**config.mk**
```make
export PLATFORM = sky130hd
export DESIGN_NAME = ram_8bit
export DESIGN_NICKNAME = d
export VERILOG_FILES = /design/src/rtl/ram_8bit_pkg.sv /design/src/rtl/ram_8bit_mem.sv /design/src/rtl/ram_8bit.sv
export SDC_FILE = /design/constraint.sdc
export NUM_CORES = 1
export LEC_CHECK = 0
export ABC_AREA = 1
export CAP_MARGIN = 0
export CORE_ASPECT_RATIO = 2
export CORE_MARGIN = 2
export CORE_UTILIZATION = 57
export DETAILED_ROUTE_END_ITERATION = 12
export GPL_TIMING_DRIVEN = 0
export PLACE_DENSITY = 0.76
export SLEW_MARGIN = 20
export SYNTH_ARGS = -nofsm -noshare
export SYNTH_HDL_FRONTEND = slang
export SYNTH_SLANG_ARGS = --single-unit
```
**constraint.sdc**
```tcl
create_clock -name clk -period 2.3 [get_ports clk]
set_clock_uncertainty 0.2 [all_clocks]
set_input_delay 0.46 -clock clk [delete_from_list [all_inputs] [get_ports clk]]
set_output_delay 0.46 -clock clk [all_outputs]
set_load 0.05 [all_outputs]
```
**src/rtl/ram_8bit_pkg.sv**
```systemverilog
// Shared sizing defaults and word type for the ram_8bit FIFO-style buffer.
package ram_8bit_pkg;
    localparam int DATA_W = 8;
    localparam int DEPTH  = 8;
    localparam int ADDR_W = $clog2(DEPTH);

    typedef logic [DATA_W-1:0] word_t;
endpackage

```
**src/rtl/ram_8bit_mem.sv**
```systemverilog
// Storage array: one write port, one registered read port, cleared by sync reset.
module ram_8bit_mem
    import ram_8bit_pkg::*;
#(
    parameter int DATA_W = ram_8bit_pkg::DATA_W,
    parameter int DEPTH  = ram_8bit_pkg::DEPTH,
    parameter int ADDR_W = $clog2(DEPTH)
) (
    input  logic              clk,
    input  logic              rst,
    input  logic              wr_en,
    input  logic [ADDR_W-1:0] wr_addr,
    input  logic [DATA_W-1:0] wr_data,
    input  logic              rd_en,
    input  logic [ADDR_W-1:0] rd_addr,
    output logic [DATA_W-1:0] rd_data
);

    logic [DATA_W-1:0] mem [DEPTH];

    // Non-blocking update gives read-before-write when both ports hit one slot.
    always_ff @(posedge clk) begin
        if (rst) begin
            for (int i = 0; i < DEPTH; i++) begin
                mem[i] <= '0;
            end
            rd_data <= '0;
        end else begin
            if (wr_en) begin
                mem[wr_addr] <= wr_data;
            end
            if (rd_en) begin
                rd_data <= mem[rd_addr];
            end
        end
    end

endmodule

```
**src/rtl/ram_8bit.sv**
```systemverilog
// Pointer-addressed buffer: occupancy tracking and accept logic around ram_8bit_mem.
module ram_8bit
    import ram_8bit_pkg::*;
#(
    parameter int DATA_W = ram_8bit_pkg::DATA_W,
    parameter int DEPTH  = ram_8bit_pkg::DEPTH,
    parameter int ADDR_W = $clog2(DEPTH)
) (
    input  logic              clk,
    input  logic              rst,
    input  logic              wr_co,
    input  logic              rd_co,
    input  logic [DATA_W-1:0] data,
    output logic [DATA_W-1:0] out
);

    logic [ADDR_W-1:0] wr_ptr;
    logic [ADDR_W-1:0] rd_ptr;
    logic [ADDR_W:0]   count;
    logic              empty;
    logic              full;
    logic              wr_acc;
    logic              rd_acc;

    assign empty  = (count == '0);
    assign full   = (count == (ADDR_W+1)'(DEPTH));
    assign rd_acc = rd_co && !rst && !empty;
    // A full buffer still takes a write when a read frees the slot this cycle.
    assign wr_acc = wr_co && !rst && (!full || rd_acc);

    always_ff @(posedge clk) begin
        if (rst) begin
            wr_ptr <= '0;
            rd_ptr <= '0;
            count  <= '0;
        end else begin
            if (wr_acc) begin
                wr_ptr <= wr_ptr + ADDR_W'(1);
            end
            if (rd_acc) begin
                rd_ptr <= rd_ptr + ADDR_W'(1);
            end
            case ({wr_acc, rd_acc})
                2'b10:   count <= count + (ADDR_W+1)'(1);
                2'b01:   count <= count - (ADDR_W+1)'(1);
                default: count <= count;
            endcase
        end
    end

    ram_8bit_mem #(
        .DATA_W (DATA_W),
        .DEPTH  (DEPTH),
        .ADDR_W (ADDR_W)
    ) u_mem (
        .clk     (clk),
        .rst     (rst),
        .wr_en   (wr_acc),
        .wr_addr (wr_ptr),
        .wr_data (data),
        .rd_en   (rd_acc),
        .rd_addr (rd_ptr),
        .rd_data (out)
    );

endmodule

```
==> flow_results.org, run 1 <==
** Status
- Run status :: finished clean

** Global route
- Entering global routing, the biggest net connects 14 pins.
- Global-route wire length before repair :: between 10 and 15 mm
- Vias in the first global route :: 2,966
- Overall Global Routing Usage :: 25.1%
- Antenna violations before repair :: 0
- GRT overflow :: 0

** Finish
- Fraction of layout instances using a drive strength above 1 :: about a tenth
- At the end of the flow, the number of nets in the layout was 476.
- Antenna cells :: 0
- Number of cells in the finished layout apart from fillers :: 552
- Synthesis-to-layout area growth :: 15.0%

** Worst setup path
- Largest fanout of any net on the critical path :: 9
- The worst setup path is captured at a register.
- Critical Path Source :: rst
- In this run the critical register-to-register path is launched from count[0].
- The worst setup path is launched from a primary input.
- For the worst setup path, the data arrival time is slightly below 2000 ps.
- Data on the critical path is required at its endpoint by 2120 ps.
- By startpoint and endpoint, the worst setup path is classified as in2reg.

** Logic synthesis
- The synthesized design spends more area on one cell type than any other, namely sky130_fd_sc_hd__edfxtp_1.
- Count of distinct cell types in the synthesized netlist :: 22
- Gate count after technology mapping :: between 400 and 500
- Fraction of registers with async set/reset :: 0%
- Post-synth EDFFs :: 64
- Counting every net in the synthesized netlist gives 447.
- Number of synthesized register bits :: 82
- The mapped netlist covers 3880 µm².
- Ranked by total cell area, the synthesized netlist is headed by sky130_fd_sc_hd__edfxtp_1 50%, sky130_fd_sc_hd__nand2_1 11%, sky130_fd_sc_hd__dfxtp_1 9.3%, sky130_fd_sc_hd__nor2_1 8.8%, sky130_fd_sc_hd__nand3_1 5.4%.
- Top-count cell post-synth :: sky130_fd_sc_hd__nand2_1
- Warning count from the yosys run :: 0
- Averaged over all synthesized cells, the footprint is 9.02 µm².
- Top post-synthesis cells by count :: 109 x sky130_fd_sc_hd__nand2_1, 91 x sky130_fd_sc_hd__nor2_1, 64 x sky130_fd_sc_hd__edfxtp_1
- Yosys top cell area share :: 49.6%
- Among all flip-flop cells after synthesis, the most frequent one is sky130_fd_sc_hd__edfxtp_1.
- Share of synthesized area occupied by flip-flops and latches :: about three fifths

** STA
- Setup repair after global routing missed its margin :: true
- Setup slack on the critical path of the routed design comes to roughly 150 ps.
- Tmin final :: 2150 ps
- The number of endpoints with negative hold slack in the final report came to 0.
- Final critical-path share of the clock period :: 93.4%
- Fmax :: approximately 470 MHz
- The final number of max-transition violations came to 0.
- Slew of the pin with the lowest slew margin :: between 700 and 800 ps
- Setup violations remaining at the end of the flow were counted as 0.
- Max-slew headroom at the worst pin :: a little under 50%

** Floorplanning
- Initial core utilization :: between 50 and 60%
- DIE WIDTH :: 62.3 µm
- Ports placed on the boundary :: 20
- Height of the chip :: 121 µm
- The core region is 6620 µm².
- The die covers approximately 7500 µm².
- In this run the core area contains 42 standard-cell rows.

** Routing
- Count of TritonRoute iterations in the first routing pass :: 4
- After detailed routing, the number of vias per cell comes to between 5 and 6.
- Total length of routed wires :: 8.45 mm
- For this run, design rule violations remaining after detail routing come to 0.
- DRT iter0 DRCs :: ~120
- Wire per inst :: roughly 15 µm
- Number of nets with antenna violations after detailed routing :: 0
- Detailed routing inserted a total of 2,851 vias.

** Clock network
- Post-CTS timing repair inserted 0 buffers for setup.
- CTS placed an instance of sky130_fd_sc_hd__clkbuf_16 at the clock tree root.
- H-Tree Level Count :: 3
- Total clock buffers created by CTS :: 9
- Clock-pin slew was measured on the worst setup and hold paths at 60 ps.
- Sink count of the clock tree :: between 80 and 90
- In this run, post-CTS hold repair placed 0 buffers.
- Maximum buffer depth of the clock tree :: 2
- Clk Latency, worst-skew pair :: 330 ps
- Post-CTS repair changed the size of 0 cells.
- Clock tree from TritonCTS :: yes

** Hold path
- Launch point of the worst hold path :: u_mem.rd_data[4]
- The path class of the tightest hold or removal check is reg2reg.

** Power and ir drop
- The analysis attributes to cell leakage a power of ~2 nW.
- In this run the power density over the cells is between 700 and 800 nW/µm².
- Worst voltage drop across the vdd grid :: 537 µV

** Run
- Max-cap violation count :: 0

** Placed design
- I/O Buffers :: 19
- Pre-CTS setup slack :: -350 ps
- At the end of routability-driven placement, the weighted congestion stood at 0.923.
- The number of placed instances, taps included, is about 540.
- The wire-length estimate of the detail-placed layout is 6.48 mm.
## stage by stage
stage	power, mW	setup TNS, ps	utilization (%)	instance area, µm²	hold slack, ps
after floorplan	2.03	0	-	3880	295
after global placement	2.15	-18690	63.1	4180	254
after detailed placement	2.16	-21220	63.1	4180	260
after CTS	3.39	0	67.0	4430	267
after global routing	3.49	-27.7	67.3	4460	294
final	3.38	0	67.3	4460	268
## cell families after synthesis
kind of cell / share of synthesized area, %
XOR/XNOR: 0.452
AND/OR/NAND/NOR: 29.6
AO/OA/AOI/OAI: 3.65
flip-flops: 58.9
adder cells (fa/ha/maj): 1.81
buffers and inverters: 5.65
## cell type report
class / count / area (µm²)
Clock buffer: 11 / 233
Sequential cell: 82 / 2280
Clock inverter: 5 / 22.5
Buffer: 13 / 61.3
Multi-Input combinational cell: 293 / 1410
Timing Repair Buffer: 19 / 190
Fill cell: 566 / 2160
Inverter: 41 / 154
Tap cell: 88 / 110
## final timing paths
kind                 endpoint  slack, ps  cells after the start
min reg2reg  u_mem.rd_data[4]        270                      2
min          u_mem.rd_data[4]        270                      2
max reg2reg          count[3]        320                     11
max           u_mem.mem[0][7]        150                      8
## flip-flops by register name (all words and copies together), names as in the netlist
signal and cells:
u_mem.mem 64, rd_ptr 3, count 4, u_mem.rd_data 8, wr_ptr 3
## worst max-delay path, cell delays in order
cell and delay, ps:
sky130_fd_sc_hd__clkdlybuf4s50_1 490, sky130_fd_sc_hd__nor2_4 180, sky130_fd_sc_hd__nand2_4 100, sky130_fd_sc_hd__nand3_2 100, sky130_fd_sc_hd__nand2_4 110, sky130_fd_sc_hd__nor2_8 190, sky130_fd_sc_hd__nand2_4 110, sky130_fd_sc_hd__nand2_2 210
## layout by cell type, fill, tap and decap left out
| cell | Yosys | routed |
|---|---|---|
| sky130_fd_sc_hd__nor2_4 | 1 | 1 |
| sky130_fd_sc_hd__nand3_1 | 42 | 41 |
| sky130_fd_sc_hd__fa_1 | 1 | 1 |
| sky130_fd_sc_hd__clkinv_1 | 3 | 5 |
| sky130_fd_sc_hd__clkbuf_16 | 0 | 9 |
| sky130_fd_sc_hd__nor2_2 | 1 | 1 |
| sky130_fd_sc_hd__ha_1 | 4 | 4 |
| sky130_fd_sc_hd__a31oi_1 | 1 | 1 |
| sky130_fd_sc_hd__nand2_2 | 1 | 9 |
| sky130_fd_sc_hd__clkdlybuf4s50_1 | 0 | 19 |
| sky130_fd_sc_hd__a21oi_2 | 0 | 1 |
| sky130_fd_sc_hd__inv_1 | 37 | 37 |
| sky130_fd_sc_hd__nor2_1 | 91 | 91 |
| sky130_fd_sc_hd__xor2_1 | 2 | 2 |
| sky130_fd_sc_hd__clkinv_2 | 0 | 3 |
| sky130_fd_sc_hd__nor2_8 | 2 | 2 |
| sky130_fd_sc_hd__dfxtp_1 | 18 | 18 |
| sky130_fd_sc_hd__a21oi_1 | 15 | 14 |
| sky130_fd_sc_hd__edfxtp_1 | 64 | 64 |
| sky130_fd_sc_hd__buf_2 | 10 | 10 |
| sky130_fd_sc_hd__nand3_2 | 1 | 2 |
| sky130_fd_sc_hd__nand2_1 | 109 | 101 |
| sky130_fd_sc_hd__o21ai_0 | 12 | 12 |
| sky130_fd_sc_hd__clkbuf_1 | 4 | 5 |
| sky130_fd_sc_hd__inv_2 | 1 | 1 |
| sky130_fd_sc_hd__nand2_4 | 10 | 10 |
## where the power goes
part           internal (mW)  switching (mW)
Combinational          0.132           0.301
Sequential              1.67          0.0343
Clock                  0.717           0.523
## metal layers
metal	global-route usage (%)	vias up	wire, µm
met3	4.37	27	374
met1	24.3	1300	2840
li1	-	1446	-
met5	0	-	0
met4	18.9	0	427
met2	46.5	78	4810
(Power assumes the default switching activity.)
==> run 2: changes to the inputs <==
Settings changed: CORE_UTILIZATION 57 to 50, PLACE_DENSITY 0.76 to 0.68.
==> flow_results.org, run 2 (same netlist as run 1, synthesis figures left out) <==
** Clock network
- Clock tree from TritonCTS :: yes
- Sink count of the clock tree :: 82 (unchanged)
- CTS placed an instance of sky130_fd_sc_hd__clkbuf_16 at the clock tree root.
- The number of buffers created by CTS is 9 (unchanged).
- The clock insertion delay at the later pin of the skew report is 340 ps (about the same).
- The clock transition time at the flip-flop clock pins of the worst setup and hold paths came to 60 ps (about the same).
- The number of buffers between clock root and the deepest sink was 2 (unchanged).
- H-Tree Level Count :: 3 (unchanged)

** Global route
- Vias in the first global route :: 2,898 (-2.3%)
- The maximum number of pins on one net before global-route repair was 14 (unchanged).
- The number of antenna violations at the first check in global routing came to 0 (unchanged).
- Overall Global Routing Usage :: 23.1% (-2.0 points)
- The wire length of the first global-routing pass was 14.0 mm (+0.84%).
- The overall overflow remaining after global route came to 0 (unchanged).

** Worst setup path
- The signal on the critical path passes through clkdlybuf4s50_1 -> nor2_1 -> nand2_4 -> nor2_8 -> nand2_4 -> nand2_2.
- STA classifies the critical path endpoint as a register.
- In this run the critical register-to-register path is captured at count[3].
- Broken down by cell family, the worst path's largest delay share belongs to simple AND/OR/NAND/NOR gates.
- The worst-case reg-to-reg path depth is 11 (unchanged).
- Arrival time at the worst endpoint :: 1970 ps (about the same)
- The worst reg-to-reg setup slack was 310 ps (about the same).
- CP startpoint kind :: primary input
- Crit path buffers/inverters :: 1 (unchanged)
- The data required time at the worst endpoint was 2130 ps (about the same).
- The largest individual stage delay along the critical path comes from the cell sky130_fd_sc_hd__clkdlybuf4s50_1.
- The critical path's largest stage delay was 490 ps (about the same).
- Worst Setup Path Type :: in2reg
- The peak fanout along the critical path is 9 (unchanged).
- The most numerous cell type found on the critical path is sky130_fd_sc_hd__nand2_4.
- RR Startpoint :: count[0]

** Routing
- Detail-routed via count per cell :: 5.15 (-0.28%)
- Residual DRC :: 0 (unchanged)
- Total length of routed wires :: 8.71 mm (+3.1%)
- Wire per inst :: 15.6 µm (+2.0%)
- The total iterations of the first detailed-routing run came to 4 (unchanged).
- DRT iter0 DRCs :: 170 (+47%)
- Number of nets with antenna violations after detailed routing :: 0 (unchanged)
- The count of vias placed by the detailed router was 2,874 (+0.81%).

** Power and ir drop
- Internal Power :: 2.59 mW (+2.7%)
- The ratio of total power to cell area was 771 nW/µm² (+1.7%).
- The fraction of power spent switching nets came to 25.2% (-0.20 points).
- Total power :: 3.46 mW (+2.4%)
- The logic gate share of total power came to 12.5% (-0.3 points).
- The clock network fraction of total power was 38.2% (+1.5 points).
- The switching power came to 0.871 mW (+1.6%).
- The maximum vdd drop was 427 µV (-20%).
- The sequential fraction of design power is 49.3% (-1.2 points).
- Leakage :: 2.01 nW (+0.56%)

** Finish
- The total number of nets in the final design was 476 (unchanged).
- The antenna diode count came to 0 (unchanged).
- Number of flip-flops under the largest register name :: 64 (unchanged)
- Commonest non-fill, non-tap cell in the layout :: sky130_fd_sc_hd__nand2_1
- Post-route cell area :: 4490 µm² (+0.62%)
- The layout cell share with drive strength beyond 1 is 11.0% (+0.43 points).
- The area growth from synthesis to layout is 15.7%.
- Commonest non-fill, non-tap cells in the layout :: 101 x sky130_fd_sc_hd__nand2_1, 91 x sky130_fd_sc_hd__nor2_1, 64 x sky130_fd_sc_hd__edfxtp_1
- The largest registers in the layout are u_mem.mem x64, u_mem.rd_data x8, count x4.
- Register with the highest flop count :: u_mem.mem

** STA
- Max-slew headroom at the worst pin :: 50.9% (+1.4 points)
- Final number of max-transition violations :: 0 (unchanged)
- Final critical-path share of the clock period :: 93.0% (-0.44 points)
- The number of setup violations in the final report is 0 (unchanged).
- The maximum clock frequency was 468 MHz (+0.48%).
- The number of endpoints with negative hold slack in the final report was 0 (unchanged).
- Tmin final :: 2140 ps (-10.2 ps)
- Slew of the pin with the lowest slew margin :: 735 ps (-21.5 ps)

** Run
- The max capacitance violation total came to 0 (unchanged).

** Placed design
- I/O Buffers :: 19 (unchanged)
- The total half-perimeter wirelength after legalization and detailed placement was 6.59 mm (+1.7%).
- The cell area reported after detailed placement is 4190 µm² (+0.18%).
- The final estimated routing congestion in global placement is 0.976 (+5.8%).

** Hold path
- HP Class :: reg2reg
- For hold timing, the worst endpoint is u_mem.rd_data[2].
- Cell depth of the worst hold path :: 2 (unchanged)
- Launch point of the worst hold path :: u_mem.rd_data[2]

** Floorplanning
- Ports placed on the boundary :: 20 (unchanged)
- Initial core utilization :: 51.4% (-7.2 points)
- Height of the chip :: 129 µm (+6.5%)
- The chip width came to 66.3 µm (+6.3%).
- The die area is 8520 µm² (+13%).
- The core box area was 7540 µm² (+14%).
- Std-Cell Rows :: 45 (+7.1%)

** Status
- Run status :: finished clean
[run 2: cell type report]
cell class	instances	area (µm²)
buffer	13	61.3
clock buffer	13	260
clock inverter	3	15.0
fill	684	3060
inverter	41	154
multi-input combinational	293	1410
sequential	82	2280
tap	94	118
timing repair buffer	19	190
[run 2: per-stage QoR]
step / worst slack, ps / std cells / setup TNS (ps) / utilization (%) / hold slack (ps)
floorplan: 377 / 430 / 0 / - / 295
global placement: -329 / 543 / -20780 / 55.5 / 255
detailed placement: -330 / 543 / -19370 / 55.5 / 257
CTS: 28.0 / 559 / 0 / 59.1 / 266
global route: -0.302 / 558 / -0.302 / 59.5 / 284
finish: 162 / 558 / 0 / 59.5 / 264
[run 2: worst min-delay path, delay by kind of cell, from the launching register on]
family           cells  cell delay [ps]
AND/OR/NAND/NOR      1               60
flip-flops           1              310
AO/OA/AOI/OAI        1               50
[run 2: worst max-delay path by stage]
stage | from | endpoint | slack [ps] | depth (start not counted)
final | rst | u_mem.mem[3][5] | 160 | 6
after global routing | rst | count[3] | -0.3 | 11
after CTS | rst | u_mem.mem[2][1] | 30 | 6
after detailed placement | rst | count[3] | -330 | 11
after global placement | rst | u_mem.mem[3][5] | -330 | 4
after floorplan | rd_co | count[3] | 380 | 11
[run 2: power by group through the flow]
stage	Sequential, mW	Combinational [mW]	Clock (mW)
6_report	1.70	0.433	1.32
3_5_place_dp	1.74	0.428	0
5_1_grt	1.71	0.487	1.39
2_1_floorplan	1.75	0.277	0
3_3_place_gp	1.73	0.421	0
4_1_cts	1.71	0.430	1.33
[run 2: what timing repair did]
action                     CTS  global route
setup endpoints to repair    0            65
hold buffers                 0             0
setup buffers                0             0
hold endpoints to repair     0             0
gates resized for setup      0            10
[run 2: layer usage]
metal	up-vias	wire, µm	part of all wire, %	track usage, %
met3	27	385	4.4	3.50
met1	1320	2900	33	22.7
met2	84	5040	58	42.2
met4	0	384	4.4	16.3
met5	-	0	0	0
li1	1443	-	-	-
